[config.mk]
export PLATFORM = sky130hd
export DESIGN_NAME = mon_c2sif
export DESIGN_NICKNAME = d
export VERILOG_FILES = /design/src/rtl/mon_c2sif.sv
export SDC_FILE = /design/constraint.sdc
export NUM_CORES = 1
export LEC_CHECK = 0
export ABC_AREA = 1
export BUFFER_PORTS_ARGS = -buffer_cell sky130_fd_sc_hd__clkbuf_2
export CORE_ASPECT_RATIO = 1.5
export CORE_MARGIN = 5
export CORE_UTILIZATION = 31
export CTS_BUF_LIST = sky130_fd_sc_hd__clkbuf_4 sky130_fd_sc_hd__clkbuf_8 sky130_fd_sc_hd__clkbuf_16
export DETAILED_ROUTE_END_ITERATION = 8
export GPL_TIMING_DRIVEN = 0
export SLEW_MARGIN = 40
export SYNTH_ARGS = -nofsm -noshare
export SYNTH_HDL_FRONTEND = slang
export SYNTH_SLANG_ARGS = --single-unit
[constraint.sdc]
create_clock -name clk -period 3.7 [get_ports clk]
set_clock_uncertainty 0.15 [all_clocks]
set_input_delay 0.185 -clock clk [delete_from_list [all_inputs] [get_ports clk]]
set_output_delay 0.185 -clock clk [all_outputs]
set_load 0.01 [all_outputs]
[src/rtl/mon_c2sif.sv]
// mon_c2sif: samples one DUT output and answers level/history/edge-count
// reads and edge-count clears over a c2sif req/ack handshake.
module mon_c2sif #(
    parameter int unsigned ID      = 0,
    parameter int unsigned HIST_W  = 32,
    parameter bit          SYNC_EN = 1
) (
    input  logic        clk,
    input  logic        rst,
    input  logic        dout,
    input  logic        req,
    input  logic [7:0]  req_id,
    input  logic [7:0]  req_fn,
    output logic        ack,
    output logic [31:0] rsp_data,
    output logic [7:0]  rsp_ret
);
    typedef enum logic [1:0] {IDLE, RESP, SKIP} state_t;

    state_t              state, state_n;
    logic                s1, s2, s, s_q, req_q, rise, clr, known;
    logic [HIST_W-1:0]   hist;
    logic [HIST_W:0]     hist_n;
    logic [31:0]         edge_cnt, data_n, rd;
    logic [7:0]          ret_n;
    logic                ack_n;

    assign s      = SYNC_EN ? s2 : s1;
    assign hist_n = {hist, s};
    assign rise   = req & ~req_q;
    assign known  = req_fn >= 8'd1 && req_fn <= 8'd4;
    assign rd     = req_fn == 8'd1 ? {31'b0, s} :
                    req_fn == 8'd2 ? 32'(hist) :
                    known ? edge_cnt : 32'd0;

    always_ff @(posedge clk) begin
        if (rst) begin
            state    <= SKIP;
            s1       <= 1'b0;
            s2       <= 1'b0;
            s_q      <= 1'b0;
            req_q    <= 1'b0;
            hist     <= '0;
            edge_cnt <= 32'd0;
            ack      <= 1'b0;
            rsp_data <= 32'd0;
            rsp_ret  <= 8'd0;
        end else begin
            state    <= state_n;
            s1       <= dout;
            s2       <= s1;
            s_q      <= s;
            req_q    <= req;
            hist     <= hist_n[HIST_W-1:0];
            ack      <= ack_n;
            rsp_data <= data_n;
            rsp_ret  <= ret_n;
            // a clear on the same edge as a rising sample drops that edge
            if (clr)
                edge_cnt <= 32'd0;
            else if (s && !s_q)
                edge_cnt <= edge_cnt + 32'd1;
        end
    end

    always_comb begin
        state_n = state;
        ack_n   = ack;
        data_n  = rsp_data;
        ret_n   = rsp_ret;
        clr     = 1'b0;
        if (state == IDLE && rise) begin
            if (req_id == 8'(ID)) begin
                state_n = RESP;
                ack_n   = 1'b1;
                data_n  = rd;
                ret_n   = known ? 8'd0 : 8'd1;
                clr     = req_fn == 8'd4;
            end else begin
                state_n = SKIP;
            end
        end else if (state == RESP && !req) begin
            state_n = IDLE;
            ack_n   = 1'b0;
            data_n  = 32'd0;
            ret_n   = 8'd0;
        end else if (state == SKIP && !req) begin
            state_n = IDLE;
        end
    end
endmodule
; ---- After elaboration in Yosys (flattened, before gate mapping)
; Index checks and enable logic that the tools add are counted.
[word_totals]
reg_bits = 111
in_bits = 20
out_inout_bits = 41
word_cells = 53
[op_classes]
n_lt_le_gt_ge = 2
reduce_logical = 13
n_mux = 19
eq_ne = 6
add_sub_neg = 1
bitwise = 2
[op_table]
columns = operator, count
row1 = $mux 32, 6
row2 = $add 32x1->32 const B, 1
row3 = $mux 8, 3
row4 = $eq 8x1->1 const B, 1
row5 = $eq 8x2->1 const B, 1
row6 = $eq 8x3->1 const B, 1
row7 = $ge 8x1->1 const B, 1
row8 = $le 8x3->1 const B, 1
row9 = $logic_not 8->1, 1
row10 = $mux 2, 4
row11 = $mux 1, 6
row12 = $logic_and 1x1->1, 5
row13 = $reduce_bool 3->1, 1
row14 = $eq 2x1->1 const B, 1
row15 = $eq 2x2->1 const B, 1
row16 = $logic_not 1->1, 2
row17 = $logic_not 2->1, 1
row18 = $ne 2x1->1 const B, 1
row19 = $reduce_and 2->1, 1
row20 = $reduce_bool 2->1, 1
row21 = $reduce_or 2->1, 1
row22 = $and 1x1->1, 1
row23 = $not 1->1, 1

; ---- Logic depth before layout (Yosys ltp)
; Gate-level depths: netlist of the first run.
[depth]
word_depth = 7
ltp_mapped = 10
ltp_nobuf = 10

; ---- Worst setup path before layout of the first run
; OpenSTA, ideal clock, no wires.
[synth_path]
path_kind = reg-to-reg
start = register edge_cnt[1]
end = register edge_cnt[22]
setup_time_ps = 117
path_buffers = 0
slack_ps = 2121
required_time_ps = 3433
path_stages_with_launch = 9
t_arrival_ps = 1312
period_less_slack_ps = 1579
cell_sequence = dfxtp_1 ha_1 nand3_1 nor2_4 nand3_2 nor2_4 nand2_1 xor2_1 nor2_1
[synth_between]
elab_chain_cells = 1
[synth_lines]
columns = element, line
row1 = start: declaration, 24  ; logic [31:0] edge_cnt, data_n, rd;
row2 = start signal: assignment, 62  ; edge_cnt <= edge_cnt + 32'd1;
row3 = $add 32x1->32, 62
; No other way between the ends.
; A chain may end at the register's enable or synchronous reset.

; ---- Worst setup path after layout of the first run
[layout_path]
start = input req
end = register rsp_data[16]
[layout_between]
elab_chain_cells = 4
word_cells_on_any_way = 8
classes_between = eq/ne: 1 / mux: 1 / bitwise: 1 / reduce/logical: 5
[layout_lines]
columns = element, line
row1 = start: declaration, 11  ; input logic req,
row2 = $and 1x1->1 / $logic_not 1->1 (equally long branches), "30, 82"
row3 = $logic_and 1x1->1 (on tied branches), "72, 82"
row4 = $ne 2x1->1 (no source line) / $reduce_bool 2->1 (equally long branches), n/a
row5 = $reduce_and 2->1 (no source line), n/a
row6 = end signal: assignment, 56  ; rsp_data <= data_n;
row7 = end: declaration, 15  ; output logic [31:0] rsp_data,
; Several ways; a longest one is shown, not always the timed one.

==> metrics.md, run 1 <==
| Metric | Value |
|---|---|
| Outcome | `finished clean` |
| Crit path capture type | `flop` |
| Post-synthesis register bit count | `103` |
| Place WS | `1.875 ns` |
| Die height | `164.0 µm` |
| Final period utilization | `0.5279` |
| Row Count | `56` |
| DR iter-0 viols | `182` |
| Hold endpoint | `state[1]` |
| Die span in x | `112.7 µm` |
| Final setup viols | `0` |
| Final worst slack | `1.747 ns` |
| Final WL | `12240 µm` |
| Die Area | `0.01848 mm²` |
| Port bufs | `52` |
| Hold path startpoint | `req_id[0]` |
| Mapped Cells | `753` |
| CTS sink count | `103` |
| Hold Path Depth | `5` |
| Relative slew slack | `0.5910` |
| Core ar. | `0.01563 mm²` |
| Clk_lat worst skew | `0.34 ns` |
| Reg-to-reg endpoint | `edge_cnt[22]` |
| R2r worst-path depth | `8` |
| Vias post-DR | `4543` |
| Fraction of layout cells with a size suffix above 1 | `0.1303` |
| Root buf cell | `clkbuf_16` |
| CTS max path bufs | `2` |
| Setup total negative slack | `0 ns` |
| Max Slew Vio Count | `0` |
| Final Hold Fails | `0` |
| Max Fclk | `512.0 MHz` |
| Clk slew on worst S/H paths | `0.07 ns` |
| Setup CP Type | `in -> reg` |
| R2R setup slack | `1.85 ns` |
| Leak | `0.002333 µW` |
| Max-cap violations | `0` |
| Wirelength per Cell | `11.86 µm` |
| Largest net degree at the start of global routing | `17` |
| Hold Crit Class | `in -> reg` |
| Post-route core utilization | `0.3691` |
| Area growth from synthesis to layout | `17.67%` |
| RSZ-0062 raised after global routing | `false` |
| Placed Instances | `1014` |
| FF-to-FF Start | `edge_cnt[1]` |
| Antenna-violating nets left | `0` |
| Critical path arrival | `2.07 ns` |
| Ant. Diodes | `0` |
| Post-layout minimum cycle time | `1.953 ns` |
| Initial Util | `0.3137` |
| Power Density | `374.4 mW/mm²` |
| Peak VDD IR | `0.3048 mV` |
| Final Non-Filler Cells | `1032` |
| GP Congestion | `0.8975` |
| Vias in the first global route | `4364` |
| YS warnings | `0` |
| Mapped Avg Cell Area | `6.509 µm²` |
| Synthesized area | `0.004901 mm²` |
| Slew @ Worst Pin | `0.6135 ns` |
| CTS Buf Count | `9` |
| Setup Buffers After CTS | `0` |
| Count of different cell masters after synthesis | `27` |
| Fin nets | `845` |
| DRC viols | `0` |
| Avg Vias per Cell | `4.402` |
| GRT Util Overall | `0.1360` |
| Crit Path Max Fanout | `10` |
| TritonCTS clock tree | `built` |
| First-pass GRT wire length | `20330 µm` |
| Initial antenna violation count | `0` |
| Seq/Total Area, Yosys | `0.4207` |
| WP data required | `3.82 ns` |
| Total congestion overflow | `0` |
| Startpoint Class | `primary input` |
| H-tree depth | `3` |
| HPWL Detailed | `9566 µm` |
| DRT Pass-1 Iters | `4` |
| # IOs | `61` |
-- power breakdown --
part / internal (µW) / switching, µW / total (µW)
clock: 561 / 416 / 976
sequential: 1110 / 2.97 / 1110
combinational: 23.0 / 45.2 / 68.2
total: 1700 / 464 / 2160
-- timing repair --
action | 4_1_cts | 5_1_grt
resized for setup | 0 | 0
hold buffers | 2 | 0
endpoints found under the hold margin | 2 | 0
-- cell type report --
cell class | count | area [µm²]
Tap cell | 203 | 254.0
Timing Repair Buffer | 54 | 280.3
Buffer | 37 | 210.2
Multi-Input combinational cell | 524 | 2295
Clock buffer | 11 | 252.7
Clock inverter | 5 | 56.30
Sequential cell | 103 | 2062
Fill cell | 1706 | 9858
Inverter | 95 | 356.6
-- layout by cell type (no fill, tap or decap) --
cell type,count
nor3_1,6
nand3_2,3
xor2_1,8
nor3_2,1
buf_1,2
nor3b_1,2
dfxtp_1,103
nand2_1,230
a21oi_1,50
inv_2,2
clkinv_2,2
clkinv_4,1
nor2_2,4
o21ai_1,2
nor2_1,128
ha_1,1
nand4_1,10
buf_6,3
a211oi_1,1
clkbuf_2,52
dlygate4sd3_1,2
bufinv_16,1
buf_2,12
conb_1,7
nand2_4,1
clkbuf_16,9
nor2_4,4
clkbuf_1,11
clkinvlp_4,1
inv_1,93
o21ai_0,8
clkbuf_8,2
nand3_1,57
buf_4,9
nor2_8,1
-- per-stage QoR --
step	total power (µW)	cell area (µm²)	hold WS (ns)
after floorplan	1181	4923	0.1420
after global placement	1207	5438	0.2295
after detailed placement	1208	5438	0.2304
after CTS	2184	5767	0.02675
after global routing	2231	5767	0.06672
final	2159	5767	0.03028
-- layer usage --
layer / share of wire / GRT usage
met5: 0 / 0
met1: 0.41 / 0.1498
met3: 0.023 / 0.01732
met4: 0.029 / 0.05796
met2: 0.54 / 0.2581
-- flip-flops by register name (all words and copies together) (netlist names), 2 cells and up --
register  count
edge_cnt     32
hist         32
state         2
rsp_data     32
-- worst max-delay path by stage --
stage	endpoint	startpoint	slack (ns)	cells past startpoint
after global routing	rsp_data[15]	req	1.55	9
after global placement	rsp_data[16]	req	1.90	8
after floorplan	edge_cnt[22]	edge_cnt[1]	2.12	8
final	rsp_data[16]	req	1.75	9
after detailed placement	rsp_data[16]	req	1.88	8
after CTS	rsp_data[16]	req	1.69	9
-- synthesized netlist by cell type --
| cell type | instances | area, µm² |
|---|---|---|
| nand3_1 | 57 | 285.3 |
| buf_2 | 12 | 60.06 |
| ha_1 | 1 | 12.51 |
| buf_1 | 2 | 7.510 |
| buf_4 | 9 | 67.56 |
| conb_1 | 1 | 3.750 |
| nor2_2 | 4 | 25.02 |
| inv_1 | 93 | 349.1 |
| buf_6 | 3 | 33.78 |
| nand4_1 | 10 | 62.56 |
| o21ai_1 | 2 | 10.01 |
| dfxtp_1 | 103 | 2062 |
| clkbuf_1 | 11 | 41.29 |
| nand3_2 | 3 | 30.03 |
| nand2_4 | 1 | 11.26 |
| nor2_8 | 1 | 20.02 |
| xor2_1 | 8 | 70.07 |
| nor3b_1 | 2 | 15.01 |
| nor2_1 | 128 | 480.5 |
| o21ai_0 | 8 | 40.04 |
| nand2_1 | 230 | 863.3 |
| nor3_1 | 6 | 30.03 |
| a21oi_1 | 50 | 250.2 |
| nor2_4 | 4 | 45.04 |
| nor3_2 | 1 | 10.01 |
| inv_2 | 2 | 7.510 |
| a211oi_1 | 1 | 7.510 |
-- kinds of logic (layout without fill, tap and decap cells) --
family                     after synthesis  in the layout  share of synthesized area
and+or+nand+nor                        447            447                     0.3832
buffers and inverters                  132            202                     0.1156
DFF                                    103            103                     0.4207
AOI/OAI and AO/OA                       61             61                    0.06280
xor gates and xnor gates                 8              8                    0.01430
adders and majority gates                1              1                   0.002553
other                                    1              7                  0.0007652
-- critical path, cell delays in order --
cell,delay [ns]
dlygate4sd3_1,0.53
clkbuf_2,0.14
nand2_1,0.09
nor3_2,0.05
nand2_1,0.08
buf_4,0.20
clkbuf_1,0.49
nand3_1,0.14
a21oi_1,0.16
No activity file was read; power rests on OpenSTA's default activity.
==> run 2, diff against run 1 <==
Settings changed: ABC_AREA 1 to 0.
Clock period 3.7 ns to 1.95 ns, I/O delays scaled along.
==> metrics.md, run 2 <==
| Metric | Value |
|---|---|
| Outcome | `finished with violations` |
| Failing checks | `negative setup slack` |
| CP Depth | `5` |
| Final WL | `10610 µm` |
| Commonest non-fill, non-tap cell in the layout | `dfxtp_1` |
| WP data required | `2.09 ns` |
| Crit path cell chain | `nand4_1 > or4_4 > buf_8 > or4_4 > a21oi_2` |
| Crit path capture type | `flop` |
| Root buf cell | `clkbuf_16` |
| Count of different cell masters after synthesis | `44` |
| Gate power share | `0.043` |
| Slew @ Worst Pin | `0.6823 ns` |
| First-pass GRT wire length | `16830 µm` |
| Avg Vias per Cell | `5.237` |
| Vias in the first global route | `3507` |
| Fin nets | `527` |
| Wirelength per Cell | `15.83 µm` |
| Ant. Diodes | `0` |
| Reg-to-reg endpoint | `edge_cnt[24]` |
| Cell family with most CP delay | `simple AND/OR/NAND/NOR gates` |
| Leak | `0.001936 µW` |
| DR iter-0 viols | `133` |
| DRT Pass-1 Iters | `4` |
| GP Congestion | `0.8279` |
| Final setup viols | `47` |
| Max-cap violations | `0` |
| GRT Util Overall | `0.1393` |
| Die span in x | `103.5 µm` |
| Row Count | `51` |
| Core ar. | `0.01295 mm²` |
| Peak VDD IR | `0.3785 mV` |
| DRC viols | `0` |
| Die Area | `0.01554 mm²` |
| Clk slew on worst S/H paths | `0.07 ns` |
| Clock power frac | `0.464` |
| CP endpoint | `edge_cnt[24]` |
| DR top layer | `met4` |
| FF-to-FF Start | `edge_cnt[5]` |
| Worst path max stage delay | `0.54 ns` |
| Final Hold Fails | `0` |
| CTS Buf Count | `9` |
| Crit path top cell by count | `or4_4` |
| Place WS | `-0.5447 ns` |
| Clk_lat worst skew | `0.35 ns` |
| YS warnings | `0` |
| CTS max path bufs | `2` |
| Synthesized area | `0.004063 mm²` |
| RSZ-0062 raised after global routing | `true` |
| Largest net degree at the start of global routing | `17` |
| Post-synth EDFFs | `0` |
| Relative slew slack | `0.5441` |
| R2R setup slack | `-0.09 ns` |
| Post-synth top cells | `dfxtp_1, nor2b_1, a22oi_1, o2bb2ai_1, clkbuf_1` |
| FILL cells | `1245` |
| Most common cell in the netlist | `dfxtp_1` |
| Max Slew Vio Count | `0` |
| Initial Util | `0.3136` |
| Internal power | `3365 µW` |
| R2r worst-path depth | `5` |
| Synth area leaders | `dfxtp_1, o2bb2ai_1, a22oi_1` |
| Initial antenna violation count | `0` |
| Sequential share of power | `0.492` |
| Final worst slack | `-0.09237 ns` |
| Fraction of layout cells with a size suffix above 1 | `0.3816` |
| Setup total negative slack | `-2.234 ns` |
| Critical path arrival | `2.18 ns` |
| Post-synthesis register bit count | `103` |
| Vias post-DR | `3509` |
| Seq/Total Area, Yosys | `0.5075` |
| Hold Crit Class | `in -> reg` |
| Post-layout minimum cycle time | `2.042 ns` |
| Setup CP Type | `reg -> reg` |
| Multi-input logic area | `0.002097 mm²` |
| H-tree depth | `3` |
| CTS sink count | `103` |
| Top-area cell type share of the netlist area | `0.5075` |
| Switch Pwr | `910.1 µW` |
| Final period utilization | `1.047` |
| Area growth from synthesis to layout | `36.50%` |
| Largest area contributor in the netlist | `dfxtp_1` |
| Pwr Total | `4275 µW` |
| Mapped Cells | `408` |
| Biggest regs | `edge_cnt (32), hist (32), rsp_data (32)` |
| Crit Path Max Fanout | `10` |
| # IOs | `61` |
| Mapped Avg Cell Area | `9.957 µm²` |
| Antenna-violating nets left | `0` |
| Wl on met1 | `4193 µm` |
| HPWL Detailed | `7251 µm` |
| Slowest CP cell | `or4_4` |
| Die height | `150.2 µm` |
| WL met2 | `5585 µm` |
| Worst setup startpoint | `edge_cnt[5]` |
| Max Fclk | `489.6 MHz` |
| Total congestion overflow | `0` |
| FF/Latch Area | `0.002106 mm²` |
| Dominant synthesized flop cell | `dfxtp_1` |
| Power Density | `771.0 mW/mm²` |
| Sw frac | `0.2129` |
| Most frequent cells in the layout | `dfxtp_1, clkbuf_2, nor2b_1` |
| Startpoint Class | `flop` |
| Port bufs | `53` |
| DR WL met3 | `438 µm` |
| FFs w/ async S/R, synth | `0` |
| WP buf/inv | `1` |
| TritonCTS clock tree | `built` |
## run 2: changes by cell type in the layout (fill, tap and decap cells not counted), moves of 20 or more
| cell | delta |
|---|---|
| nand2_1 | -217 |
| nor2_1 | -113 |
| inv_1 | -87 |
| nand3_1 | -48 |
| a21oi_1 | -40 |
| nor2b_1 | +36 |
| a22oi_1 | +31 |
| buf_4 | +21 |
| o2bb2ai_2 | +20 |
## run 2: worst min path at each step
stage               startpoint        to  slack [ns]  cells after the start
global route         req_id[2]  state[0]        0.05                      4
CTS                  req_id[2]  state[0]        0.01                      4
finish               req_id[2]  state[0]        0.03                      4
floorplan                  req     req_q        0.08                      1
global placement          dout        s1        0.19                      2
detailed placement        dout        s1        0.19                      2
## run 2: layout make-up
type / instances / share of cell area
flip-flops and latches: 103 / 0.3797
multi-input cells: 269 / 0.3782
repair buffers: 84 / 0.09770
clock buffers: 11 / 0.04558
plain buffers: 33 / 0.04468
well taps: 159 / 0.03588
clock inverters: 5 / 0.01421
inverters: 6 / 0.004061
## run 2: power by group through the flow
stage	combinational, µW	clock (µW)	sequential (µW)
6_report	185	1990	2110
3_3_place_gp	142	0	2160
5_1_grt	203	2110	2110
4_1_cts	158	2020	2110
3_5_place_dp	145	0	2160
2_1_floorplan	89.8	0	2160
## run 2: stage by stage
stage                     instance area, µm²  hold WS (ns)    util  std cells
final                                   5545       0.02543  0.4281        670
after CTS                               5238       0.01344  0.4043        662
after floorplan                         4129       0.07568       -        414
after detailed placement                4593        0.1934  0.3546        626
after global routing                    5545       0.05276  0.4281        670
after global placement                  4593        0.1940  0.3546        626
## run 2: kinds of logic after synthesis
logic type / count (synthesis) / share of synthesized area
AOI/OAI and AO/OA: 113 / 0.2026
xor gates and xnor gates: 12 / 0.02587
adders and majority gates: 1 / 0.003079
buffers and inverters: 42 / 0.05543
DFF: 103 / 0.5075
muxes: 1 / 0.002464
other: 1 / 0.0009230
and+or+nand+nor: 135 / 0.2020
## run 2: per-layer routing
| metal | vias up | global-route usage |
|---|---|---|
| li1 | 1698 | - |
| met1 | 1694 | 0.1566 |
| met2 | 85 | 0.2417 |
| met3 | 32 | 0.03106 |
| met4 | 0 | 0.06999 |
| met5 | - | 0 |
## run 2: worst reg2reg max path, stage by stage, from the launching register on
cell	delay (ns)
dfxtp_4	0.34
nand4_1	0.17
or4_4	0.54
buf_8	0.16
or4_4	0.51
a21oi_2	0.12
## run 2: what timing repair did
| item | CTS | global route |
|---|---|---|
| pin swaps | 20 | 8 |
| setup endpoints to repair | 64 | 62 |
| endpoints found under the hold margin | 4 | 0 |
| setup buffers | 19 | 8 |
| gates resized for setup | 46 | 59 |
| cloned | 0 | 1 |
| hold buffers | 3 | 0 |
==> run 3, diff against run 2 <==
Clock period 1.95 ns to 1.7 ns, I/O delays scaled along.
==> metrics.md, run 3 (same netlist as run 2, synthesis figures left out) <==
| Metric | Value |
|---|---|
| DR WL met3 | `490 µm` |
| Final WL | `11280 µm` |
| CTS max path bufs | `2` |
| Antenna-violating nets left | `0` |
| Total congestion overflow | `0` |
| DR iter-0 viols | `177` |
| Wirelength per Cell | `16.61 µm` |
| Max-cap violations | `0` |
| Critical path arrival | `2.18 ns` |
| Final Hold Fails | `2` |
| Leak | `0.002021 µW` |
| WP data required | `1.83 ns` |
| Crit Path Max Fanout | `6` |
| Most frequent cells in the layout | `dfxtp_1, clkbuf_2, nor2b_1` |
| GP Congestion | `0.8022` |
| Fraction of layout cells with a size suffix above 1 | `0.3962` |
| Row Count | `51` |
| Wl on met1 | `4263 µm` |
| Ant. Diodes | `0` |
| Relative slew slack | `0.4403` |
| FILL cells | `1192` |
| Power Density | `890.2 mW/mm²` |
| Initial Util | `0.3136` |
| Area growth from synthesis to layout | `40.96%` |
| Core ar. | `0.01295 mm²` |
| Clk slew on worst S/H paths | `0.07 ns` |
| DRT Pass-1 Iters | `4` |
| WL met2 | `6161 µm` |
| CTS Hold Bufs | `3` |
| Hold Crit Class | `in -> reg` |
| CTS Buf Count | `9` |
| TritonCTS clock tree | `built` |
| Fin nets | `536` |
| Final period utilization | `1.202` |
| Biggest regs | `edge_cnt (32), hist (32), rsp_data (32)` |
| DRC viols | `0` |
| GRT Util Overall | `0.1512` |
| Max Slew Vio Count | `0` |
| DP Area | `0.004647 mm²` |
| Clk_lat worst skew | `0.35 ns` |
| Setup CP Type | `reg -> reg` |
| Die height | `150.2 µm` |
| Initial antenna violation count | `0` |
| Slew @ Worst Pin | `0.8377 ns` |
| Post-layout minimum cycle time | `2.044 ns` |
| Final worst slack | `-0.3442 ns` |
| Max Fclk | `489.2 MHz` |
| Failing checks | `negative hold slack, negative setup slack` |
| Avg Vias per Cell | `5.211` |
| Port bufs | `53` |
| Crit path capture type | `flop` |
| Vias in the first global route | `3652` |
| Final setup viols | `65` |
| RSZ-0062 raised after global routing | `true` |
| Peak VDD IR | `0.4926 mV` |
| Die Area | `0.01554 mm²` |
| Setup total negative slack | `-18.60 ns` |
| DR top layer | `met4` |
| Largest net degree at the start of global routing | `18` |
| Die span in x | `103.5 µm` |
| Vias post-DR | `3538` |
| HPWL Detailed | `7288 µm` |
| # IOs | `61` |
| H-tree depth | `3` |
| Commonest non-fill, non-tap cell in the layout | `dfxtp_1` |
| Startpoint Class | `flop` |
| Hold slack | `-0.03855 ns` |
| Root buf cell | `clkbuf_16` |
| Outcome | `finished with violations` |
| Final Cell Area | `0.005727 mm²` |
| First-pass GRT wire length | `18150 µm` |
| CTS sink count | `103` |
==> run 3: cell count changes in the layout (fill, tap and decap cells not counted), moves of 3 or more <==
| cell | delta |
|---|---|
| o2bb2ai_2 | -15 |
| o2bb2ai_1 | +13 |
| nor2_1 | -6 |
| a21oi_1 | -4 |
| a21oi_2 | +4 |
| nor2_4 | +4 |
| buf_4 | +3 |
| nor3_1 | -3 |
| o31ai_1 | +3 |
==> run 3: power breakdown <==
part	internal (µW)	switching (µW)	total [µW]	leakage, µW
combinational	90.9	133	224	0.00100
sequential	2410	9.48	2420	0.000840
clock	1530	922	2460	0.000178
total	4030	1060	5100	0.00202
==> run 3: layout make-up <==
type / instances / area [µm²] / area share
multi-input cells: 269 / 2122 / 0.3705
flip-flops and latches: 103 / 2103 / 0.3673
repair buffers: 93 / 640.6 / 0.1119
plain buffers: 33 / 276.5 / 0.04828
clock buffers: 10 / 250.2 / 0.04370
well taps: 159 / 198.9 / 0.03474
clock inverters: 6 / 112.6 / 0.01966
inverters: 6 / 22.52 / 0.003933
==> run 3: repair_timing <==
item                       in CTS  in global routing
gates resized for setup        78                 24
pin swaps                      14                 11
setup buffers                  30                  4
gates cloned                    8                  0
setup endpoints to repair      64                 66
hold endpoints to repair        6                  1
==> run 3: worst max-delay path: stages (launching register included) <==
cell	delay, ns
dfxtp_4	0.38
ha_4	0.13
nand3b_1	0.10
or4_4	0.46
buf_6	0.16
or4_1	0.46
a21oi_1	0.13
==> run 3: stage by stage <==
stage	std cells	setup WS (ns)	total power (µW)	hold WS, ns	util
6_report	679	-0.3442	5098	-0.03855	0.4421
3_3_place_gp	626	-0.5095	2647	0.1480	0.3587
3_5_place_dp	626	-0.5937	2652	0.1518	0.3587
4_1_cts	680	-0.3270	5130	-0.03187	0.4352
5_1_grt	679	-0.4115	5263	-0.008236	0.4421
2_1_floorplan	414	-0.2455	2585	0.06318	-
==> run 3: per-layer routing <==
metal  vias to the layer above  global-route usage
met5                         -                   0
met4                         0             0.08036
met3                        26             0.02735
met2                        93              0.2720
met1                      1714              0.1630
li1                       1705                   -
==> run 3: path summary, 6_finish.rpt <==
path                from            to  slack [ns]  cells after the start
max          edge_cnt[0]  edge_cnt[20]       -0.34                      6
min            req_id[6]      state[0]       -0.04                      4
max reg2reg  edge_cnt[0]  edge_cnt[20]       -0.34                      6
min reg2reg           s1             s        0.29                      1
